## src/rtl/program_sequencer.sv

```systemverilog
// rtl/program_sequencer.sv - instruction fetch, local JUMP/CALL/RET/UNL resolution and in-order datapath issue
// Optional feature macro: PROGRAM_SEQUENCER_PERF_EN (retired-instruction and stall counters).
module program_sequencer #(
  parameter int PC_W        = 12,
  parameter int STACK_DEPTH = 32
) (
  input  logic            clk,
  input  logic            rst_n,
  input  logic            start_i,
  output logic            imem_req_o,
  output logic [PC_W-1:0] imem_addr_o,
  input  logic            imem_ack_i,
  input  logic [15:0]     imem_data_i,
  output logic            issue_valid_o,
  output logic [15:0]     issue_instr_o,
  input  logic            issue_ready_i,
  output logic            cond_req_o,
  output logic [3:0]      cond_reg_o,
  input  logic            cond_ack_i,
  input  logic            cond_zero_i,
  output logic            busy_o,
  output logic            done_o,
  output logic            fault_o,
  output logic [1:0]      fault_code_o,
`ifdef PROGRAM_SEQUENCER_PERF_EN
  output logic [31:0]     perf_retired_o,
  output logic [31:0]     perf_stall_o,
`endif
  output logic [PC_W-1:0] pc_o
);

  localparam int SPW = (STACK_DEPTH > 1) ? $clog2(STACK_DEPTH) : 1;
  localparam logic [SPW:0] SP_FULL = (SPW+1)'(STACK_DEPTH);

  localparam logic [3:0] OP_UNL  = 4'd1;
  localparam logic [3:0] OP_JUMP = 4'd12;
  localparam logic [3:0] OP_CALL = 4'd13;
  localparam logic [3:0] OP_RET  = 4'd14;
  localparam logic [3:0] OP_HALT = 4'd15;

  typedef enum logic [2:0] {
    S_IDLE, S_FETCH, S_EXEC, S_ISSUE, S_COND, S_DONE, S_FAULT
  } state_t;

  state_t          state;
  logic [PC_W-1:0] pc;
  logic [SPW:0]    sp;
  logic [15:0]     ir;
  logic [1:0]      fault_code;
  logic [PC_W-1:0] stack [STACK_DEPTH];

  logic [3:0]      opcode;
  logic [PC_W-1:0] target, pc_inc, pc_rel;
  logic [SPW:0]    sp_dec;
  logic            stack_full, stack_empty, push;

  assign opcode      = ir[15:12];
  assign target      = ir[PC_W-1:0];
  assign pc_inc      = pc + 1'b1;
  // UNL offset is relative to the UNL's own address, not pc+1
  assign pc_rel      = pc + {{(PC_W-8){ir[7]}}, ir[7:0]};
  assign sp_dec      = sp - 1'b1;
  assign stack_full  = (sp == SP_FULL);
  assign stack_empty = (sp == '0);
  assign push        = (state == S_EXEC) && (opcode == OP_CALL) && !stack_full;

  assign imem_addr_o   = pc;
  assign pc_o          = pc;
  assign issue_instr_o = ir;
  assign cond_reg_o    = ir[11:8];
  assign fault_code_o  = fault_code;

  always_ff @(posedge clk) begin
    if (push) stack[sp[SPW-1:0]] <= pc_inc;
  end

  // Each branch sets the flag outputs for the state being entered next cycle.
  always_ff @(posedge clk or negedge rst_n) begin
    if (!rst_n) begin
      state         <= S_IDLE;
      pc            <= '0;
      sp            <= '0;
      ir            <= '0;
      fault_code    <= 2'd0;
      imem_req_o    <= 1'b0;
      issue_valid_o <= 1'b0;
      cond_req_o    <= 1'b0;
      busy_o        <= 1'b0;
      done_o        <= 1'b0;
      fault_o       <= 1'b0;
    end else begin
      imem_req_o    <= 1'b0;
      issue_valid_o <= 1'b0;
      cond_req_o    <= 1'b0;
      busy_o        <= 1'b0;
      done_o        <= 1'b0;
      fault_o       <= 1'b0;
      case (state)
        S_IDLE, S_DONE: begin
          if (start_i) begin
            pc         <= '0;
            sp         <= '0;
            state      <= S_FETCH;
            imem_req_o <= 1'b1;
            busy_o     <= 1'b1;
          end else begin
            done_o <= (state == S_DONE);
          end
        end
        S_FETCH: begin
          busy_o <= 1'b1;
          if (imem_ack_i) begin
            ir    <= imem_data_i;
            state <= S_EXEC;
          end else begin
            imem_req_o <= 1'b1;
          end
        end
        S_EXEC: begin
          busy_o <= 1'b1;
          case (opcode)
            OP_JUMP: begin
              pc         <= target;
              state      <= S_FETCH;
              imem_req_o <= 1'b1;
            end
            OP_CALL: begin
              if (stack_full) begin
                state      <= S_FAULT;
                fault_code <= 2'd1;
                fault_o    <= 1'b1;
                busy_o     <= 1'b0;
              end else begin
                sp         <= sp + 1'b1;
                pc         <= target;
                state      <= S_FETCH;
                imem_req_o <= 1'b1;
              end
            end
            OP_RET: begin
              if (stack_empty) begin
                state      <= S_FAULT;
                fault_code <= 2'd2;
                fault_o    <= 1'b1;
                busy_o     <= 1'b0;
              end else begin
                sp         <= sp_dec;
                pc         <= stack[sp_dec[SPW-1:0]];
                state      <= S_FETCH;
                imem_req_o <= 1'b1;
              end
            end
            OP_UNL: begin
              state      <= S_COND;
              cond_req_o <= 1'b1;
            end
            OP_HALT: begin
              state  <= S_DONE;
              done_o <= 1'b1;
              busy_o <= 1'b0;
            end
            default: begin
              state         <= S_ISSUE;
              issue_valid_o <= 1'b1;
            end
          endcase
        end
        S_ISSUE: begin
          busy_o <= 1'b1;
          if (issue_ready_i) begin
            pc         <= pc_inc;
            state      <= S_FETCH;
            imem_req_o <= 1'b1;
          end else begin
            issue_valid_o <= 1'b1;
          end
        end
        S_COND: begin
          busy_o <= 1'b1;
          if (cond_ack_i) begin
            pc         <= cond_zero_i ? pc_rel : pc_inc;
            state      <= S_FETCH;
            imem_req_o <= 1'b1;
          end else begin
            cond_req_o <= 1'b1;
          end
        end
        S_FAULT: begin
          fault_o <= 1'b1;
        end
        default: begin
          state <= S_IDLE;
        end
      endcase
    end
  end

`ifdef PROGRAM_SEQUENCER_PERF_EN
  logic retire, stall, restart;

  assign restart = ((state == S_IDLE) || (state == S_DONE)) && start_i;
  assign retire  = ((state == S_ISSUE) && issue_ready_i) ||
                   ((state == S_COND) && cond_ack_i) ||
                   ((state == S_EXEC) && ((opcode == OP_JUMP) ||
                                          ((opcode == OP_CALL) && !stack_full) ||
                                          ((opcode == OP_RET) && !stack_empty)));
  assign stall   = ((state == S_FETCH) && !imem_ack_i) ||
                   ((state == S_ISSUE) && !issue_ready_i) ||
                   ((state == S_COND) && !cond_ack_i);

  always_ff @(posedge clk or negedge rst_n) begin
    if (!rst_n) begin
      perf_retired_o <= '0;
      perf_stall_o   <= '0;
    end else if (restart) begin
      perf_retired_o <= '0;
      perf_stall_o   <= '0;
    end else begin
      if (retire && !(&perf_retired_o)) perf_retired_o <= perf_retired_o + 1'b1;
      if (stall && !(&perf_stall_o))    perf_stall_o   <= perf_stall_o + 1'b1;
    end
  end
`endif

endmodule

```

## config.mk

```make
export PLATFORM = sky130hd
export DESIGN_NAME = program_sequencer
export DESIGN_NICKNAME = d
export VERILOG_FILES = /design/src/rtl/program_sequencer.sv
export SDC_FILE = /design/constraint.sdc
export NUM_CORES = 1
export LEC_CHECK = 0
export CAP_MARGIN = 20
export CORE_MARGIN = 4
export CORE_UTILIZATION = 40
export DETAILED_ROUTE_END_ITERATION = 6
export MAX_ROUTING_LAYER = met4
export SYNTH_ARGS = -nofsm -noshare
export SYNTH_HDL_FRONTEND = slang
export SYNTH_SLANG_ARGS = --single-unit
```

## constraint.sdc

```tcl
create_clock -name clk -period 3.4 [get_ports clk]
set_input_delay 0.51 -clock clk [delete_from_list [all_inputs] [get_ports clk]]
set_output_delay 0.51 -clock clk [all_outputs]
set_load 0.01 [all_outputs]
```

==> results.sh, run 1 <==
export IMPL_power_frac_seq_pct=37.5
export IMPL_grt_overflow=0
export IMPL_whs_ns=0.438
export IMPL_clock_sinks=429
export IMPL_cp_slowest_cell="mux4_2"
export IMPL_switching_share_pct=34.2
export IMPL_drt_pass1_iter_count=6
export IMPL_dr_total_vias=10198
export IMPL_final_cell_mix="edfxtp_1 (384), mux4_2 (108), nand2_1 (80)"
export IMPL_crit_family="multiplexers"
export IMPL_die_area_sq_um=48900
export IMPL_power_mw=18.6
export IMPL_start_util_pct=40.8
export IMPL_syn_inst=1047
export IMPL_hold_buffers=1
export IMPL_cts_buffers=45
export IMPL_synth_cell_types=64
export IMPL_period_needed_ns=3.18
export IMPL_regToRegSetupSlack_ns=0.22
export IMPL_cp_data_required_time_ns=3.86
export IMPL_rr_startpoint="sp[1]$_DFFE_PN0P_"
export IMPL_ir_drop_uv=413
export IMPL_slew_headroom_pct=31.5
export IMPL_fmax_ghz=0.314
export IMPL_antenna_found_initial=0
export IMPL_finalWorstSetupSlack_ns=0.217
export IMPL_cts_setup_buffers=0
export IMPL_grt_pass1_wl_um=67000
export IMPL_pre_cts_slack_ns=0.288
export IMPL_drv_slew=0
export IMPL_comb_power_share_pct=36.6
export IMPL_p_per_area_nw_per_um2=865
export IMPL_ys_seq_area_share_pct=69.7
export IMPL_synth_main_ff_cell="edfxtp_1"
export IMPL_final_cells=1807
export IMPL_leakagePower_nw=7.12
export IMPL_boundaryPins=75
export IMPL_place_area_sq_um=20000
export IMPL_synth_top_area_share_pct=63.5
export IMPL_syn_area_per_cell_sq_um=17.4
export IMPL_report_final_setup_viol=0
export IMPL_cts_resized=0
export IMPL_yosysWarnings=0
export IMPL_drc=0
export IMPL_mappedNetlistArea_sq_um=18200
export IMPL_worstSkewPairLatency_ns=0.57
export IMPL_num_fill_cells=3742
export IMPL_hold_viol=0
export IMPL_fin_tns_setup_ns=0
export IMPL_ctsHtreeMaxLevel=2
export IMPL_grt_max_degree=38
export IMPL_crit_type="flip-flop to flip-flop"
export IMPL_ys_async_sr_fraction_pct=10.5
export IMPL_ys_ff_latch=429
export IMPL_cts_clk_slew_worst_paths_ns=0.06
export IMPL_finClkSkew_ns=0.0124
export IMPL_clkPwrFrac_pct=25.9
export IMPL_syn_num_nets=1088
export IMPL_crit_path_start="sp[1]$_DFFE_PN0P_"
export IMPL_internal_power_mw=12.2
export IMPL_post_route_period_util_pct=93.6
export IMPL_r2r_end="imem_addr_o[3]$_DFFE_PN0P_"
export IMPL_outcome="finished clean"
export IMPL_start_kind="flip-flop"
export IMPL_stdcell_area_sq_um=21500
export IMPL_r2r_cells=8
export IMPL_gp_congestion=0.836
export IMPL_drtIter0Drc=907
export IMPL_ant_nets=0
export IMPL_die_w_um=221
export IMPL_track_usage_pct=18.6
export IMPL_num_nets_final=1221
export IMPL_endpoint_kind="flip-flop"
export IMPL_drv_cap=0
export IMPL_grt_pass1_vias=10182
export IMPL_post_route_util_pct=48.3
export IMPL_cp_slowest_stage_delay_ns=0.53
export IMPL_drive_gt1_share_pct=23.5
export IMPL_layout_cells_most_common="edfxtp_1"
export IMPL_num_rows=77
export IMPL_core_sq_um=44500
export IMPL_fp_dieH_um=221
export IMPL_place_port_buffers=74
export IMPL_wl_per_cell_um=24.7
export IMPL_placed_cells=1723
export IMPL_hpwlAfterDp_um=28800
export IMPL_path_cells="inv_1 > ha_1 > xnor2_4 > buf_4 > mux4_2 > mux2i_1 > a211oi_1 > a211o_1"
export IMPL_worst_pin_slew_ns=1.02
export IMPL_synth_largest_area_cell="edfxtp_1"
export IMPL_drt_total_wl_um=44700
export IMPL_hold_class="input port to asynchronous set/reset pin"
export IMPL_p_switching_mw=6.36
export IMPL_cp_arrival_ns=3.64
export IMPL_path_buf_inv=2
export IMPL_synth_area_leaders="edfxtp_1 (63%), mux4_2 (13%), dfrtp_1 (6.2%)"
export IMPL_area_growth_pct=18.3
export IMPL_viasPerCell=5.64
export IMPL_clk_path_buf_depth=3
export IMPL_synth_edf_count=384
export IMPL_cp_max_fo=11
export IMPL_rsz0062_at_grt="false"
export IMPL_clock_root_buffer="clkbuf_16"
export IMPL_cts_tree="done"
export IMPL_diodes=0
[final cells by class]
class	instances	area (sq um)	area share, %
tap	592	741	3.45
timing repair buffer	154	1430	6.67
clock inverter	25	226	1.05
inverter	11	41.3	0.192
clock buffer	57	1210	5.65
multi-input combinational	539	5170	24.1
sequential	429	12700	58.9
[power groups by stage]
stage	combinational (mW)	sequential [mW]	clock [mW]
after floorplan	4.13	7.00	0
after global placement	6.70	7.06	0
after detailed placement	6.79	7.07	0
after CTS	6.81	6.96	4.91
after global routing	7.27	7.00	5.15
final	6.80	6.97	4.81
[flip-flops by register name, summed over array words and instances (netlist names), 2 cells and up]
| name | cells |
|---|---|
| sp | 6 |
| state | 3 |
| imem_addr_o | 12 |
| issue_instr_o | 16 |
| stack | 384 |
| fault_code_o | 2 |
[synthesized netlist by cell type, types with 3 or more instances]
master    number
o31a_1         3
nand4_1        7
edfxtp_1     384
nand3b_1       3
nor3_1        15
and3_1         4
nor2_1        71
mux4_2       108
a21oi_1       32
a22oi_1        5
or3_1          4
buf_4         21
buf_6          8
buf_2         11
mux2_2        15
dfrtp_1       45
a31oi_1       11
or3b_2         3
nand3_1       19
nor2b_1        5
nand2b_1       7
and2_1         6
nand2_1       80
xnor2_1       13
ha_1          17
a211o_1        3
clkbuf_1      25
a311oi_1       3
and4_1         4
o22ai_1        3
a211oi_1       4
mux2i_1       13
buf_1          3
a221oi_1       4
o31ai_1        5
xor2_1         6
nor4_1         3
inv_1         11
o21ai_0       30
[per-layer routing]
metal | vias up | routed length (um) | GRT usage, % | part of all wire, %
met5 | - | 0 | - | 0
li1 | 4438 | - | - | -
met2 | 399 | 21800 | 29.4 | 49
met3 | 70 | 2950 | 3.23 | 6.6
met4 | 0 | 1040 | 5.66 | 2.3
met1 | 5291 | 18900 | 25.0 | 42
[how the worst max path moves through the flow]
stage | end | slack [ns] | depth (start not counted)
after floorplan | imem_addr_o[7]$_DFFE_PN0P_ | 0.11 | 14
after global placement | imem_addr_o[3]$_DFFE_PN0P_ | 0.40 | 8
after detailed placement | imem_addr_o[3]$_DFFE_PN0P_ | 0.29 | 8
after CTS | imem_addr_o[3]$_DFFE_PN0P_ | 0.27 | 8
after global routing | imem_addr_o[3]$_DFFE_PN0P_ | 0.09 | 8
final | imem_addr_o[3]$_DFFE_PN0P_ | 0.22 | 8
[cell families (layout without fill, tap and decap cells)]
group / count (synthesis) / after routing / share of synthesized area (%)
flip-flops: 429 / 429 / 69.7
AND/OR/NAND/NOR: 241 / 241 / 6.19
multiplexers: 136 / 136 / 15.0
AO/OA/AOI/OAI: 124 / 124 / 4.35
buffers and inverters: 79 / 247 / 2.47
XOR/XNOR: 20 / 20 / 1.01
adder cells (fa/ha/maj): 18 / 18 / 1.28
No activity file was read; power rests on OpenSTA's default activity.
==> run 2, diff against run 1 <==
--- a/config.mk
+++ b/config.mk
@@ -6,7 +6,7 @@
 export NUM_CORES = 1
 export LEC_CHECK = 0
 export CAP_MARGIN = 20
-export CORE_MARGIN = 4
+export CORE_MARGIN = 1
 export CORE_UTILIZATION = 40
 export DETAILED_ROUTE_END_ITERATION = 6
 export MAX_ROUTING_LAYER = met4
==> run 2 against run 1 <==
Register-to-register slack better by 0.07 ns; clock skew is 0.010 ns higher; utilization stayed put; worst setup slack better by 0.069 ns; sequential power hardly changed; critical path type unchanged; critical endpoint is now imem_addr_o[2]$_DFFE_PN0P_; largest cell class unchanged; largest power group unchanged; highest routed layer unchanged.
==> results.sh, run 2 (synthesis gave the netlist of run 1 again) <==
export IMPL_drc=0
export IMPL_num_rows=77
export IMPL_num_fill_cells=3743
export IMPL_hpwlAfterDp_um=29100
export IMPL_wl_per_cell_um=24.7
export IMPL_endpoint_kind="flip-flop"
export IMPL_clock_sinks=429
export IMPL_worstSkewPairLatency_ns=0.58
export IMPL_crit_type="flip-flop to flip-flop"
export IMPL_layout_cells_most_common="edfxtp_1"
export IMPL_area_growth_pct=18.3
export IMPL_crit_family="compound AO/OA/AOI/OAI gates"
export IMPL_cts_resized=0
export IMPL_fmax_ghz=0.321
export IMPL_power_frac_seq_pct=37.6
export IMPL_grt_max_degree=48
export IMPL_cts_setup_buffers=0
export IMPL_hold_buffers=0
export IMPL_cp_slowest_cell="dfrtp_4"
export IMPL_finClkSkew_ns=0.0227
export IMPL_track_usage_pct=20.3
export IMPL_clkPwrFrac_pct=25.9
export IMPL_drtIter0Drc=1005
export IMPL_power_mw=18.5
export IMPL_drv_slew=0
export IMPL_outcome="finished clean"
export IMPL_drv_cap=0
export IMPL_dr_total_vias=10220
export IMPL_fin_tns_setup_ns=0
export IMPL_period_needed_ns=3.11
export IMPL_p_per_area_nw_per_um2=861
export IMPL_diodes=0
export IMPL_die_area_sq_um=46300
export IMPL_final_cell_mix="edfxtp_1 (384), mux4_2 (108), nand2_1 (80), buf_4 (80), clkdlybuf4s50_1 (73)"
export IMPL_largest_register_ffs=384
export IMPL_path_cells="inv_1 > ha_1 > xor2_2 > buf_4 > nand2_1 > and3_1 > a311oi_1 > a31oi_1 > a211o_1 > a31oi_1"
export IMPL_cp_max_fo=7
export IMPL_rsz0062_at_grt="false"
export IMPL_post_route_util_pct=48.3
export IMPL_drive_gt1_share_pct=23.9
export IMPL_boundaryPins=75
export IMPL_leakagePower_nw=7.15
export IMPL_cp_slowest_stage_delay_ns=0.47
export IMPL_crit_top_cell="a31oi_1"
export IMPL_comb_power_share_pct=36.5
export IMPL_cts_clk_slew_worst_paths_ns=0.06
export IMPL_internal_power_mw=12.2
export IMPL_hold_viol=0
export IMPL_cp_arrival_ns=3.60
export IMPL_grt_pass1_wl_um=66800
export IMPL_hold_class="input port to asynchronous set/reset pin"
export IMPL_grt_pass1_vias=10060
export IMPL_switching_share_pct=34.0
export IMPL_start_kind="flip-flop"
export IMPL_report_final_setup_viol=0
export IMPL_place_port_buffers=74
export IMPL_ctsHtreeMaxLevel=2
export IMPL_gp_congestion=0.904
export IMPL_viasPerCell=5.64
export IMPL_slew_headroom_pct=40.8
export IMPL_core_sq_um=44500
export IMPL_cts_tree="done"
export IMPL_drt_total_wl_um=44700
export IMPL_clk_path_buf_depth=3
export IMPL_num_nets_final=1227
export IMPL_die_w_um=215
export IMPL_grt_overflow=0
export IMPL_fp_dieH_um=215
export IMPL_cts_buffers=45
export IMPL_cp_data_required_time_ns=3.89
export IMPL_p_switching_mw=6.29
export IMPL_clock_root_buffer="clkbuf_16"
export IMPL_path_buf_inv=2
export IMPL_post_route_period_util_pct=91.6
export IMPL_ant_nets=0
export IMPL_drt_pass1_iter_count=6
export IMPL_antenna_found_initial=0
export IMPL_start_util_pct=40.8
export IMPL_ir_drop_uv=474
export IMPL_worst_pin_slew_ns=0.881
==> run 2: cell types whose count changed in the layout (fill, tap and decap cells not counted), moves of 2 or more <==
cell | before | now
clkbuf_1 | 10 | 7
clkbuf_16 | 47 | 45
clkinvlp_4 | 3 | 0
buf_4 | 71 | 80
clkinv_1 | 8 | 11
buf_12 | 7 | 4
==> run 2: final timing paths <==
kind	startpoint	endpoint	slack (ns)	cells after the start
max	sp[0]$_DFFE_PN0P_	imem_addr_o[2]$_DFFE_PN0P_	0.29	10
min	rst_n	issue_instr_o[1]$_DFFE_PN0P_	0.06	1
max reg2reg	sp[0]$_DFFE_PN0P_	imem_addr_o[2]$_DFFE_PN0P_	0.29	10
min reg2reg	fault_code_o[1]$_DFFE_PN0P_	fault_code_o[1]$_DFFE_PN0P_	0.60	2
max in group asynchronous	rst_n	issue_instr_o[7]$_DFFE_PN0P_	2.61	2
min in group clk	imem_data_i[7]	issue_instr_o[7]$_DFFE_PN0P_	0.50	3
==> run 2: stage by stage <==
stage	setup WS (ns)	cells	area (sq um)	hold WS (ns)
2_1_floorplan	0.113	1047	18200	0.214
3_3_place_gp	0.338	1729	20000	0.560
3_5_place_dp	0.318	1730	20000	0.591
4_1_cts	0.311	1810	21500	0.0579
5_1_grt	0.103	1811	21500	0.0917
6_report	0.286	1811	21500	0.0604
==> run 2: final cells by class <==
type	count	area, sq um	share of cell area [%]
inverters	11	41.3	0.192
clock buffers	52	1150	5.36
well taps	592	741	3.45
flip-flops and latches	429	12700	58.9
clock inverters	28	263	1.22
multi-input cells	539	5170	24.1
repair buffers	160	1460	6.79
==> run 2: per-layer routing <==
layer / vias up / track usage (%) / wire length [um]
met1: 5298 / 27.8 / 19500
met5: - / - / 0
li1: 4440 / - / -
met3: 84 / 3.17 / 2730
met4: 0 / 6.62 / 1270
met2: 398 / 31.2 / 21300
==> run 2: worst reg2reg max path: stages, from the launching register on <==
cell      delay, ns
dfrtp_4        0.47
inv_1          0.18
ha_1           0.39
xor2_2         0.40
buf_4          0.25
nand2_1        0.07
and3_1         0.21
a311oi_1       0.41
a31oi_1        0.16
a211o_1        0.33
a31oi_1        0.16
==> run 2: power groups by stage <==
| stage | Sequential [mW] | Combinational (mW) | Clock, mW |
|---|---|---|---|
| floorplan | 7.00 | 4.13 | 0 |
| global placement | 7.06 | 6.62 | 0 |
| detailed placement | 7.06 | 6.70 | 0 |
| finish | 6.96 | 6.76 | 4.78 |
| global route | 6.99 | 7.21 | 5.05 |
| CTS | 6.95 | 6.73 | 4.88 |
